<file path="src/rtl/dither_pkg.sv">
// Shared types and width helpers for the dithered pixel packer.
package dither_pkg;

    localparam int unsigned PKG_PACK_W = 8;
    localparam int unsigned PKG_DATA_W = 3 * PKG_PACK_W;

    typedef struct packed {
        logic r;
        logic g;
        logic b;
    } rgb_bits_t;

    typedef struct packed {
        logic [PKG_DATA_W-1:0] data;
        logic                  eol;
        logic                  eof;
    } packer_word_t;

    typedef enum logic {
        ACTIVE = 1'b0,
        DRAIN  = 1'b1
    } packer_state_t;

    // Counter width for a range of n values, never narrower than one bit.
    function automatic int unsigned cnt_w(input int unsigned n);
        return (n <= 1) ? 1 : $clog2(n);
    endfunction

endpackage

</file>
<file path="src/rtl/packer_fifo.sv">
// Synchronous FIFO for packed words; head is zero while empty, no bypass.
module packer_fifo #(
    parameter int unsigned WIDTH = 26,
    parameter int unsigned DEPTH = 4
) (
    input  logic                     clk,
    input  logic                     rst_n,
    input  logic                     push,
    input  logic [WIDTH-1:0]         push_data,
    input  logic                     pop,
    output logic [WIDTH-1:0]         head_data,
    output logic                     head_valid,
    output logic [$clog2(DEPTH):0]   count
);

    localparam int unsigned AW = $clog2(DEPTH);
    localparam int unsigned CW = AW + 1;

    logic [WIDTH-1:0] mem [DEPTH];
    logic [AW-1:0]    wr_ptr;
    logic [AW-1:0]    rd_ptr;

    // Pointers and occupancy; simultaneous push and pop leaves count unchanged.
    always_ff @(posedge clk or negedge rst_n) begin
        if (!rst_n) begin
            wr_ptr <= '0;
            rd_ptr <= '0;
            count  <= '0;
        end else begin
            if (push) begin
                wr_ptr <= wr_ptr + AW'(1);
            end
            if (pop) begin
                rd_ptr <= rd_ptr + AW'(1);
            end
            count <= count + CW'(push) - CW'(pop);
        end
    end

    always_ff @(posedge clk) begin
        if (push) begin
            mem[wr_ptr] <= push_data;
        end
    end

    assign head_valid = (count != '0);
    assign head_data  = head_valid ? mem[rd_ptr] : '0;

endmodule

</file>
<file path="src/rtl/dither_pixel_packer.sv">
// Packs dithered RGB pixel bits into per-channel words tagged with eol/eof.
// Optional DITHER_PACKER_PARITY_EN adds a per-word parity output and an error-inject input.
module dither_pixel_packer
    import dither_pkg::*;
#(
    parameter int unsigned IMAGEX     = 64,
    parameter int unsigned IMAGEY     = 64,
    parameter int unsigned PACK_W     = PKG_PACK_W,
    parameter int unsigned FIFO_DEPTH = 4
) (
    input  logic                clk,
    input  logic                rst,
    input  logic                in_valid,
    output logic                in_ready,
    input  logic [2:0]          in_bits,
    output logic                out_valid,
    input  logic                out_ready,
    output logic [3*PACK_W-1:0] out_data,
    output logic                out_eol,
    output logic                out_eof,
    output logic                frame_done
`ifdef DITHER_PACKER_PARITY_EN
    ,
    output logic                out_parity,
    input  logic                par_err_inject
`endif
);

    localparam int unsigned CW     = cnt_w(IMAGEX);
    localparam int unsigned RW     = cnt_w(IMAGEY);
    localparam int unsigned PW     = cnt_w(PACK_W);
    localparam int unsigned FCW    = $clog2(FIFO_DEPTH) + 1;
    localparam int unsigned WORD_W = $bits(packer_word_t);
`ifdef DITHER_PACKER_PARITY_EN
    localparam int unsigned FIFO_W = WORD_W + 1;
`else
    localparam int unsigned FIFO_W = WORD_W;
`endif

    packer_state_t     state;
    logic [CW-1:0]     col;
    logic [RW-1:0]     row;
    logic [PW-1:0]     pos;
    logic [PACK_W-1:0] sh_r, sh_g, sh_b;
    logic [PACK_W-1:0] word_r, word_g, word_b;

    rgb_bits_t         pix;
    logic              accept;
    logic              last_col;
    logic              last_row;
    logic              grp_full;
    logic              push;
    logic              push_eof;
    logic              pop;
    logic              eof_pop;
    logic              active_nxt;
    logic [FCW-1:0]    count;
    logic [FCW-1:0]    count_nxt;
    logic              head_valid;
    packer_word_t      push_word;
    packer_word_t      head_word;
    logic [FIFO_W-1:0] push_entry;
    logic [FIFO_W-1:0] head_entry;

    assign pix      = rgb_bits_t'(in_bits);
    assign accept   = in_valid && in_ready;
    assign last_col = (col == CW'(IMAGEX - 1));
    assign last_row = (row == RW'(IMAGEY - 1));
    assign grp_full = (pos == PW'(PACK_W - 1));
    assign push     = accept && (grp_full || last_col);
    assign push_eof = push && last_col && last_row;

    // Current pixel merged into the partial word; unused upper bits stay zero.
    assign word_r = sh_r | (PACK_W'(pix.r) << pos);
    assign word_g = sh_g | (PACK_W'(pix.g) << pos);
    assign word_b = sh_b | (PACK_W'(pix.b) << pos);

    always_comb begin
        push_word      = '0;
        push_word.data = {word_r, word_g, word_b};
        push_word.eol  = last_col;
        push_word.eof  = last_col && last_row;
    end

`ifdef DITHER_PACKER_PARITY_EN
    assign push_entry = {(^push_word.data) ^ par_err_inject, push_word};
    assign head_word  = packer_word_t'(head_entry[WORD_W-1:0]);
    assign out_parity = head_entry[FIFO_W-1];
`else
    assign push_entry = push_word;
    assign head_word  = packer_word_t'(head_entry);
`endif

    assign pop       = head_valid && out_ready;
    assign eof_pop   = pop && head_word.eof;
    assign count_nxt = count + FCW'(push) - FCW'(pop);

    assign out_valid = head_valid;
    assign out_data  = head_word.data;
    assign out_eol   = head_word.eol;
    assign out_eof   = head_word.eof;

    // Shift registers and column/row position within the frame.
    always_ff @(posedge clk or negedge rst) begin
        if (!rst) begin
            sh_r <= '0;
            sh_g <= '0;
            sh_b <= '0;
            pos  <= '0;
            col  <= '0;
            row  <= '0;
        end else if (accept) begin
            if (push) begin
                sh_r <= '0;
                sh_g <= '0;
                sh_b <= '0;
                pos  <= '0;
            end else begin
                sh_r <= word_r;
                sh_g <= word_g;
                sh_b <= word_b;
                pos  <= pos + PW'(1);
            end
            if (last_col) begin
                col <= '0;
                row <= last_row ? '0 : row + RW'(1);
            end else begin
                col <= col + CW'(1);
            end
        end
    end

    assign active_nxt = ((state == ACTIVE) && !push_eof) || ((state == DRAIN) && eof_pop);

    // Frame FSM; in_ready is loaded with the value implied by next-cycle state.
    always_ff @(posedge clk or negedge rst) begin
        if (!rst) begin
            state      <= ACTIVE;
            in_ready   <= 1'b0;
            frame_done <= 1'b0;
        end else begin
            frame_done <= eof_pop;
            in_ready   <= active_nxt && (count_nxt < FCW'(FIFO_DEPTH));
            case (state)
                ACTIVE:  if (push_eof) state <= DRAIN;
                DRAIN:   if (eof_pop)  state <= ACTIVE;
                default: state <= ACTIVE;
            endcase
        end
    end

    packer_fifo #(
        .WIDTH (FIFO_W),
        .DEPTH (FIFO_DEPTH)
    ) u_fifo (
        .clk        (clk),
        .rst_n      (rst),
        .push       (push),
        .push_data  (push_entry),
        .pop        (pop),
        .head_data  (head_entry),
        .head_valid (head_valid),
        .count      (count)
    );

endmodule

</file>
<file path="config.mk">
export PLATFORM = sky130hd
export DESIGN_NAME = dither_pixel_packer
export DESIGN_NICKNAME = d
export VERILOG_FILES = /design/src/rtl/dither_pkg.sv /design/src/rtl/packer_fifo.sv /design/src/rtl/dither_pixel_packer.sv
export SDC_FILE = /design/constraint.sdc
export NUM_CORES = 1
export LEC_CHECK = 0
export ABC_AREA = 0
export BUFFER_PORTS_ARGS = -buffer_cell sky130_fd_sc_hd__buf_2
export CAP_MARGIN = 40
export CORE_MARGIN = 2
export CORE_UTILIZATION = 54
export CTS_BUF_LIST = sky130_fd_sc_hd__clkbuf_16
export DETAILED_ROUTE_END_ITERATION = 16
export PLACE_DENSITY = 0.73
export SLEW_MARGIN = 20
export SYNTH_ARGS = -nofsm -noshare
export SYNTH_HDL_FRONTEND = slang
export SYNTH_SLANG_ARGS = --single-unit
</file>
<file path="constraint.sdc">
create_clock -name clk -period 2.6 [get_ports clk]
set_input_delay 0.13 -clock clk [delete_from_list [all_inputs] [get_ports clk]]
set_output_delay 0.13 -clock clk [all_outputs]
set_load 0.02 [all_outputs]
</file>
==> results of run 1 <==
## power breakdown
part	internal [W]	leakage [nW]	switching (W)	total, W
logic	0.00114	1.07	0.00156	0.00270
clock network	0.00148	0.297	0.000888	0.00236
registers	0.00313	1.54	0.000237	0.00337
total	0.00575	2.91	0.00268	0.00843
## metal layers
layer	wire length [um]	share of wire	up-vias
li1	-	-	1621
met1	4974	0.43	1781
met3	654	0.057	13
met4	99	0.0086	0
met2	5757	0.50	96
met5	0	0	-
## worst paths after layout
kind                                         end  slack (ns)  cells after the start
worst min register to register            col[5]        0.48                      1
min in group asynchronous                 row[0]        0.19                      2
worst min-delay path            u_fifo.rd_ptr[0]        0.03                      3
worst max register to register          in_ready        0.32                      8
max in group asynchronous                sh_r[2]        1.88                      3
worst max-delay path                    in_ready        0.32                      8
## state kept, by name, summed over array words and instances (netlist names), 3 cells and up
register	cells
sh_b	8
u_fifo.count	3
col	6
row	6
sh_g	8
sh_r	8
pos	3
u_fifo.mem	104
## cells by family after synthesis
group / Yosys count
buffers and inverters: 29
adders and majority gates: 10
xor gates and xnor gates: 10
AOI/OAI and AO/OA: 63
DFF: 153
muxes: 26
and+or+nand+nor: 116
## through the flow
step                      area, sq um  hold WS [ns]
after global placement           6728        0.3752
after global routing             7335       0.04026
after CTS                        7327       0.01278
final                            7335       0.02625
after detailed placement         6748       0.09260
after floorplan                  6331       -0.1656
## cell type report
class	instances	area [sq um]
Multi-Input combinational cell	225	1853
Sequential cell	153	4349
Timing Repair Buffer	54	357.8
Clock buffer	17	425.4
Fill cell	822	4084
Inverter	7	26.28
Clock inverter	14	143.9
Tap cell	143	178.9
## critical path, delay by kind of cell (launching register included)
kind	cells	cell delay, ns
adder cells (fa/ha/maj)	3	0.87
flip-flops	1	0.43
XOR/XNOR	1	0.26
AO/OA/AOI/OAI	1	0.23
AND/OR/NAND/NOR	3	0.37
## timing repair
action	4_1_cts	5_1_grt
endpoints found under the hold margin	16	0
hold buffers	1	0
resized for setup	0	0
## layout by cell type (no fill, tap or decap), drive strengths merged, types with 8 or more instances in the layout
master,instances
edfxtp,104
buf,53
dfrtp,49
and2,35
nor2,32
a21oi,26
mux4,26
nand2,21
clkbuf,17
a21o,14
a31o,12
inv,10
ha,9
nand3,8
clkinv,8
==> run_results.csv, run 1 <==
group,metric,value,unit
run_status,outcome,"completed",
cts,cts.clk_slew.worst_paths,0.06,ns
detailed_routing,vias_per_cell,5.728,
finish,n_antenna_cell,0,
critical_path,r2r_start,"col[0]",
sta,fmax,0.4380,GHz
min_path,hp-class,"primary input to flip-flop",
logic_synthesis,synth_fp_nets,424,
sta,finalHoldViolCount,0,
detailed_routing,routed_wl,11.49,mm
die,die_h,112.3,um
critical_path,path_max_fanout,8,
detailed_routing,antenna_left,0,
die,io_pins,36,
critical_path,arrival,2.58,ns
logic_synthesis,yosysMostFrequentCell,"edfxtp_1",
die,floorplan.die_area,12610,sq um
logic_synthesis,yosysWarnings,0,
logic_synthesis,synth_edf_count,104,
logic_synthesis,ys_seq_area_frac,0.6870,
cts,clk-insertion-delay-late,0.42,ns
place,routabilityCongestion,0.7539,
logic_synthesis,synth_top_area_cell,"edfxtp_1",
detailed_routing,dr.pass1.iters,4,
critical_path,cpMaxStageDelayCell,"dfrtp_1",
global_routing,grt_pass1_vias,3575,
logic_synthesis,ys_ff_latch,153,
critical_path,slowest_delay,0.43,ns
min_path,min-delay-start,"out_ready",
logic_synthesis,ys_dominant_reg_cell,"edfxtp_1",
sta,relSlewSlack,0.6821,
global_routing,grt.busiest_layer,"met2",
cts,cts_made_buffers,17,
sta,tightest_slew,0.4768,ns
cts,cts_setup_buffers,0,
die,core_area,11420,sq um
detailed_routing,drc,0,
place,place_inst,580,
detailed_routing,via_count,3511,
global_routing,grt_use_met2,0.3229,
cts,clock-sinks,153,
logic_synthesis,netlist-cell-type-count,36,
die,rows,39,
sta,setup_violations,0,
critical_path,required,2.90,ns
sta,drv_slew,0,
detailed_routing,wire_per_inst,18.74,um
finish,drive_above_1_share,0.2511,
global_routing,use_met3,0.05508,
finish,area_delta_synth_final,15.85,%
cts,clock_path_buffers,2,
logic_synthesis,synth_async_sr_flop_share,0.3203,
global_routing,grt_pass1_wl,18.77,mm
sta,skew,0.01352,ns
sta,finalCriticalPeriod,2.283,ns
pwr,p_leak,2.907,nW
global_routing,grt_util_all_layers,0.1968,
logic_synthesis,synth-compound-area-share,0.06719,
sta,period_share,0.8782,
logic_synthesis,syn_area,6331,sq um
logic_synthesis,synth.area.top_cells,"edfxtp_1 49%, dfrtp_1 19%, mux4_2 7.1%",
logic_synthesis,synth_top_area_share,0.4933,
critical_path,crit_chain,"ha_1 -> and3_1 -> a31oi_2 -> nor2_2 -> ha_1 -> fa_1 -> xnor2_1 -> nor2_2",
sta,finalWorstSetupSlack,0.3167,ns
logic_synthesis,synth_fa_ha_area_frac,0.02095,
critical_path,end_kind,"flip-flop",
finish,fin_util,0.6423,
finish,fin_nets,475,
global_routing,gr-total-overflow,0,
global_routing,grt_max_degree,34,
pwr,power.total,0.008428,W
die,start_util,0.5545,
logic_synthesis,synth-simple-area-share,0.09427,
global_routing,met1_usage,0.2596,
logic_synthesis,synth_commonest_cells,"104 x edfxtp_1, 49 x dfrtp_1, 35 x and2_1, 31 x nor2_1, 26 x a21oi_1",
cts,cts_root_buf,"clkbuf_16",
critical_path,setup.worst_path.start,"col[0]",
logic_synthesis,synth.area.mux_share,0.09605,
logic_synthesis,syn_avg_cell_area,15.56,sq um
cts,ctsHtreeMaxLevel,4,
place,dp_hpwl,7.139,mm
place,io_buffers,35,
job,drv_cap,0,
pwr,power_density,1149,nW/um^2
cts,cts_tree,"yes",
logic_synthesis,syn-instance-count,407,
global_routing,antenna_found_initial,0,
place,post-place-ws,0.3284,ns
critical_path,start_kind,"flip-flop",
detailed_routing,drtIter0Drc,284,
logic_synthesis,synth_xor_area_frac,0.01383,
die,die-width,112.3,um
sta,fin_tns_setup,0,ns
pwr,ir_drop,582.3,uV
finish,final_cells,613,
critical_path,critPathKind,"flip-flop to flip-flop",
sta,rsz0062_at_grt,"false",
logic_synthesis,synth_top_family_by_area,"multiplexers",
No activity file was read; power rests on OpenSTA's default activity.
==> run 2: changes to the inputs <==
==> constraint.sdc (replaced) <==
create_clock -name clk -period 2.6 [get_ports clk]
set_input_delay 0.52 -clock clk [delete_from_list [all_inputs] [get_ports clk]]
set_output_delay 0.52 -clock clk [all_outputs]
set_load 0.02 [all_outputs]
==> run_results.csv, run 2 (synthesis gave the netlist of run 1 again) <==
group,metric,value,unit
run_status,outcome,"completed",
global_routing,grt_pass1_wl,18.77,mm
finish,layout_commonest_cell,"edfxtp_1",
cts,cts_root_buf,"clkbuf_16",
detailed_routing,dr.pass1.iters,5,
place,routabilityCongestion,0.7826,
die,core_area,11420,sq um
cts,cts_made_buffers,17,
detailed_routing,drc,0,
finish,fin_nets,476,
pwr,p_leak,2.890,nW
finish,design_area,7338,sq um
pwr,ir_drop,586.6,uV
die,io_pins,36,
place,io_buffers,35,
cts,clock-sinks,153,
finish,regMostFlops,"u_fifo.mem",
finish,area_delta_synth_final,15.91,%
global_routing,gr-total-overflow,0,
die,die_h,112.3,um
detailed_routing,drtIter0Drc,218,
global_routing,grt_max_degree,50,
sta,setup_violations,0,
job,drv_cap,0,
critical_path,path_max_fanout,12,
sta,fmax,0.3956,GHz
critical_path,start_kind,"flip-flop",
detailed_routing,routed_wl,11.76,mm
critical_path,end_kind,"output pin",
die,start_util,0.5545,
critical_path,r2r_start,"col[0]",
detailed_routing,wire_per_inst,19.12,um
pwr,power_density,1143,nW/um^2
die,rows,39,
sta,finalCriticalPeriod,2.528,ns
die,floorplan.die_area,12610,sq um
detailed_routing,vias_per_cell,5.793,
sta,period_share,0.9723,
sta,tightest_slew,0.6435,ns
min_path,hp-class,"primary input to async pin",
place,dp_hpwl,6.873,mm
critical_path,crit_chain,"buf_12 -> mux4_1 -> and2_1 -> buf_2",
global_routing,grt_pass1_vias,3648,
cts,cts.clk_slew.worst_paths,0.06,ns
sta,finalHoldViolCount,0,
finish,n_antenna_cell,0,
critical_path,critPathKind,"flip-flop to output pin",
critical_path,cpMaxStageDelayCell,"mux4_1",
place,place_inst,577,
detailed_routing,antenna_left,0,
die,die-width,112.3,um
cts,ctsHtreeMaxLevel,4,
critical_path,arrival,2.01,ns
sta,drv_slew,0,
cts,cts_tree,"yes",
critical_path,required,2.08,ns
global_routing,antenna_found_initial,0,
finish,largest_reg_flops,104,
cts,clk-insertion-delay-late,0.41,ns
global_routing,grt_util_all_layers,0.1994,
critical_path,ff2ff_setup_slack,0.24,ns
critical_path,setup.worst_path.start,"u_fifo.rd_ptr[0]",
finish,final_cells,615,
finish,drive_above_1_share,0.2585,
cts,clock_path_buffers,2,
place,dpl-instance-area,6738,sq um
sta,relSlewSlack,0.5710,
detailed_routing,via_count,3563,
finish,layout_common_cells,"104 x edfxtp_1, 48 x dfrtp_1, 35 x and2_1, 35 x buf_2, 30 x nor2_1",
critical_path,slowest_delay,0.56,ns
sta,skew,0.005110,ns
run 2: report_power, final:
part	leakage, nW	total [W]	switching (W)	internal, W
logic	1.09	0.00278	0.00157	0.00121
registers	1.54	0.00339	0.000260	0.00313
clock network	0.266	0.00221	0.000919	0.00130
run 2: through the flow:
step | util | setup slack [ns] | hold WS, ns | power, W | TNS [ns]
after floorplan | - | 0.1981 | 0.2244 | 0.005329 | 0
after global placement | 0.5901 | 0.3288 | 0.4654 | 0.006008 | 0
after detailed placement | 0.5901 | 0.2462 | 0.4656 | 0.006105 | 0
after CTS | 0.6372 | 0.009807 | 0.2278 | 0.008348 | 0
after global routing | 0.6427 | -0.006512 | 0.2675 | 0.008828 | -0.006512
final | 0.6427 | 0.07197 | 0.2143 | 0.008385 | 0
run 2: per-layer routing:
metal,routed length [um],GRT usage
met3,470,0.04482
met1,4950,0.2554
met4,255,0.07886
met5,0,0
met2,6083,0.3353
run 2: worst paths after layout:
check                                    to  depth (start not counted)
min reg2reg                          col[5]                          1
min                                  col[0]                          2
min in group clk           u_fifo.rd_ptr[0]                          3
max in group asynchronous  u_fifo.rd_ptr[0]                          2
max                             out_data[1]                          4
max reg2reg                        in_ready                          8
run 2: cell type report:
class,count,area (sq um)
Multi-Input combinational cell,225,1853
Clock buffer,17,425.4
Fill cell,818,4080
Tap cell,143,178.9
Sequential cell,153,4350
Inverter,7,26.28
Timing Repair Buffer,55,392.9
Clock inverter,15,111.4
run 2: repair_timing:
item / 4_1_cts / 5_1_grt
gates resized for setup: 1 / 0
hold buffers: 0 / 0
setup endpoints to repair: 23 / 19
setup buffers: 0 / 3
gates cloned: 0 / 1
run 2: worst max-delay path, delay by kind of cell, from the launching register on:
kind / cells / cell delay (ns)
flip-flops: 1 / 0.51
AND/OR/NAND/NOR: 1 / 0.17
multiplexers: 1 / 0.56
buffers and inverters: 2 / 0.35
==> run 3: changes to the inputs <==
Settings changed: CORE_MARGIN 2 to 1.
==> run_results.csv, run 3 (synthesis gave the netlist of run 1 again) <==
group,metric,value,unit
run_status,outcome,"completed",
die,floorplan.die_area,12160,sq um
sta,drv_slew,0,
sta,tightest_slew,0.8441,ns
sta,setup_violations,0,
min_path,min-delay-start,"out_ready",
place,routabilityCongestion,0.7536,
pwr,p_leak,2.901,nW
cts,cts_root_buf,"clkbuf_16",
pwr,clockPowerShare,0.280,
detailed_routing,routed_wl,11.57,mm
sta,fmax,0.4027,GHz
pwr,power.internal,0.005659,W
cts,ctsHtreeMaxLevel,4,
critical_path,cpMaxStageDelayCell,"mux4_1",
die,core_area,11420,sq um
sta,fin_tns_setup,0,ns
place,io_buffers,35,
finish,regMostFlops,"u_fifo.mem",
pwr,ir_drop,629.2,uV
critical_path,crit_chain,"buf_12 -> mux4_1 -> and2_1 -> buf_2",
die,start_util,0.5545,
sta,period_share,0.9552,
critical_path,path_max_fanout,12,
place,place_inst,579,
finish,layout_common_cells,"104 x edfxtp_1, 48 x dfrtp_1, 35 x and2_1, 35 x buf_2, 30 x nor2_1",
cts,cts.clk_slew.worst_paths,0.06,ns
min_path,min_to,"u_fifo.rd_ptr[0]",
cts,cts_setup_buffers,0,
sta,finalHoldViolCount,0,
global_routing,grt_pass1_vias,3532,
critical_path,r2r_start,"col[0]",
cts,clock-sinks,153,
finish,final_cells,614,
place,post-place-ws,0.2427,ns
global_routing,gr-total-overflow,0,
sta,finalCriticalPeriod,2.484,ns
sta,finalWorstSetupSlack,0.1165,ns
critical_path,ff2ff_setup_slack,0.23,ns
detailed_routing,dr.pass1.iters,4,
critical_path,start_kind,"flip-flop",
critical_path,r2r_end,"in_ready",
global_routing,grt_max_degree,33,
critical_path,end_kind,"output pin",
place,dp_hpwl,6.972,mm
pwr,switching_share,0.3334,
cts,clock_path_buffers,2,
cts,cts_tree,"yes",
critical_path,crit_family,"multiplexers",
die,die-width,110.3,um
finish,drive_above_1_share,0.2611,
min_path,hp-class,"primary input to flip-flop",
cts,clk-insertion-delay-late,0.42,ns
detailed_routing,drtIter0Drc,232,
sta,skew,0.008356,ns
critical_path,worst_r2r_path_depth,8,
finish,n_antenna_cell,0,
finish,fin_nets,475,
finish,area_delta_synth_final,16.46,%
critical_path,slowest_delay,0.59,ns
pwr,power_density,1151,nW/um^2
sta,whs,0.4182,ns
sta,relSlewSlack,0.4352,
die,rows,39,
critical_path,critPathKind,"flip-flop to output pin",
detailed_routing,drc,0,
min_path,worstHoldPathCells,3,
cts,cts_made_buffers,17,
pwr,power.switching,0.002830,W
sta,rsz0062_at_grt,"false",
critical_path,required,2.08,ns
detailed_routing,wire_per_inst,18.84,um
job,drv_cap,0,
global_routing,grt_pass1_wl,17.97,mm
global_routing,grt_util_all_layers,0.2114,
pwr,p_seq_frac,0.398,
critical_path,worstPathBufferInverterCount,2,
detailed_routing,via_count,3512,
pwr,comb_power_share,0.322,
global_routing,antenna_found_initial,0,
finish,layout_commonest_cell,"edfxtp_1",
pwr,power.total,0.008489,W
finish,largest_reg_flops,104,
die,io_pins,36,
finish,fill_cells,793,
die,die_h,110.3,um
detailed_routing,antenna_left,0,
critical_path,arrival,1.96,ns
detailed_routing,vias_per_cell,5.720,
[run 3: power groups by stage]
stage / sequential [W] / combinational (W) / clock (W)
final: 0.00338 / 0.00273 / 0.00238
after global routing: 0.00341 / 0.00303 / 0.00253
after CTS: 0.00336 / 0.00272 / 0.00242
after detailed placement: 0.00340 / 0.00269 / 0
after global placement: 0.00337 / 0.00262 / 0
after floorplan: 0.00333 / 0.00200 / 0
[run 3: final cells by class]
| cell class | instances | area [sq um] | area share |
|---|---|---|---|
| clock buffer | 17 | 425.4 | 0.05770 |
| clock inverter | 15 | 151.4 | 0.02053 |
| inverter | 7 | 26.28 | 0.003564 |
| multi-input combinational | 225 | 1853 | 0.2513 |
| sequential | 153 | 4350 | 0.5900 |
| tap | 143 | 178.9 | 0.02427 |
| timing repair buffer | 54 | 387.9 | 0.05260 |
[run 3: how the worst max path moves through the flow]
stage                startpoint               end  slack (ns)  cells past startpoint
2_1_floorplan            col[0]  u_fifo.mem[0][0]        0.20                      6
3_3_place_gp             col[0]          in_ready        0.32                      8
3_5_place_dp             col[0]          in_ready        0.24                      8
4_1_cts        u_fifo.rd_ptr[0]       out_data[3]        0.07                      4
5_1_grt        u_fifo.rd_ptr[0]       out_data[3]        0.02                      4
6_report       u_fifo.rd_ptr[0]       out_data[3]        0.12                      4
[run 3: worst reg2reg max path, stage by stage, from the launching register on]
cell and delay (ns):
dfrtp_1 0.44, ha_1 0.26, and3_1 0.20, a31oi_2 0.33
nor2_2 0.11, ha_1 0.23, fa_1 0.38, xnor2_1 0.25
nor2_2 0.06
[run 3: stage by stage]
step / util / instance area, sq um
3_5_place_dp: 0.5914 / 6753
3_3_place_gp: 0.5896 / 6733
5_1_grt: 0.6457 / 7373
2_1_floorplan: - / 6331
4_1_cts: 0.6428 / 7340
6_report: 0.6457 / 7373
[run 3: repair_timing]
action                                  CTS  global route
hold buffers                              1             0
resized for setup                         0             1
endpoints found under the hold margin     8             0
endpoints found under the setup margin    0             1
[run 3: metal layers]
metal  up-vias  GRT usage  part of all wire
met2        94     0.3483              0.53
met4         0    0.08835             0.013
met5         -          0                 0
met3        15    0.06055             0.039
li1       1623          -                 -
met1      1780     0.2629              0.42
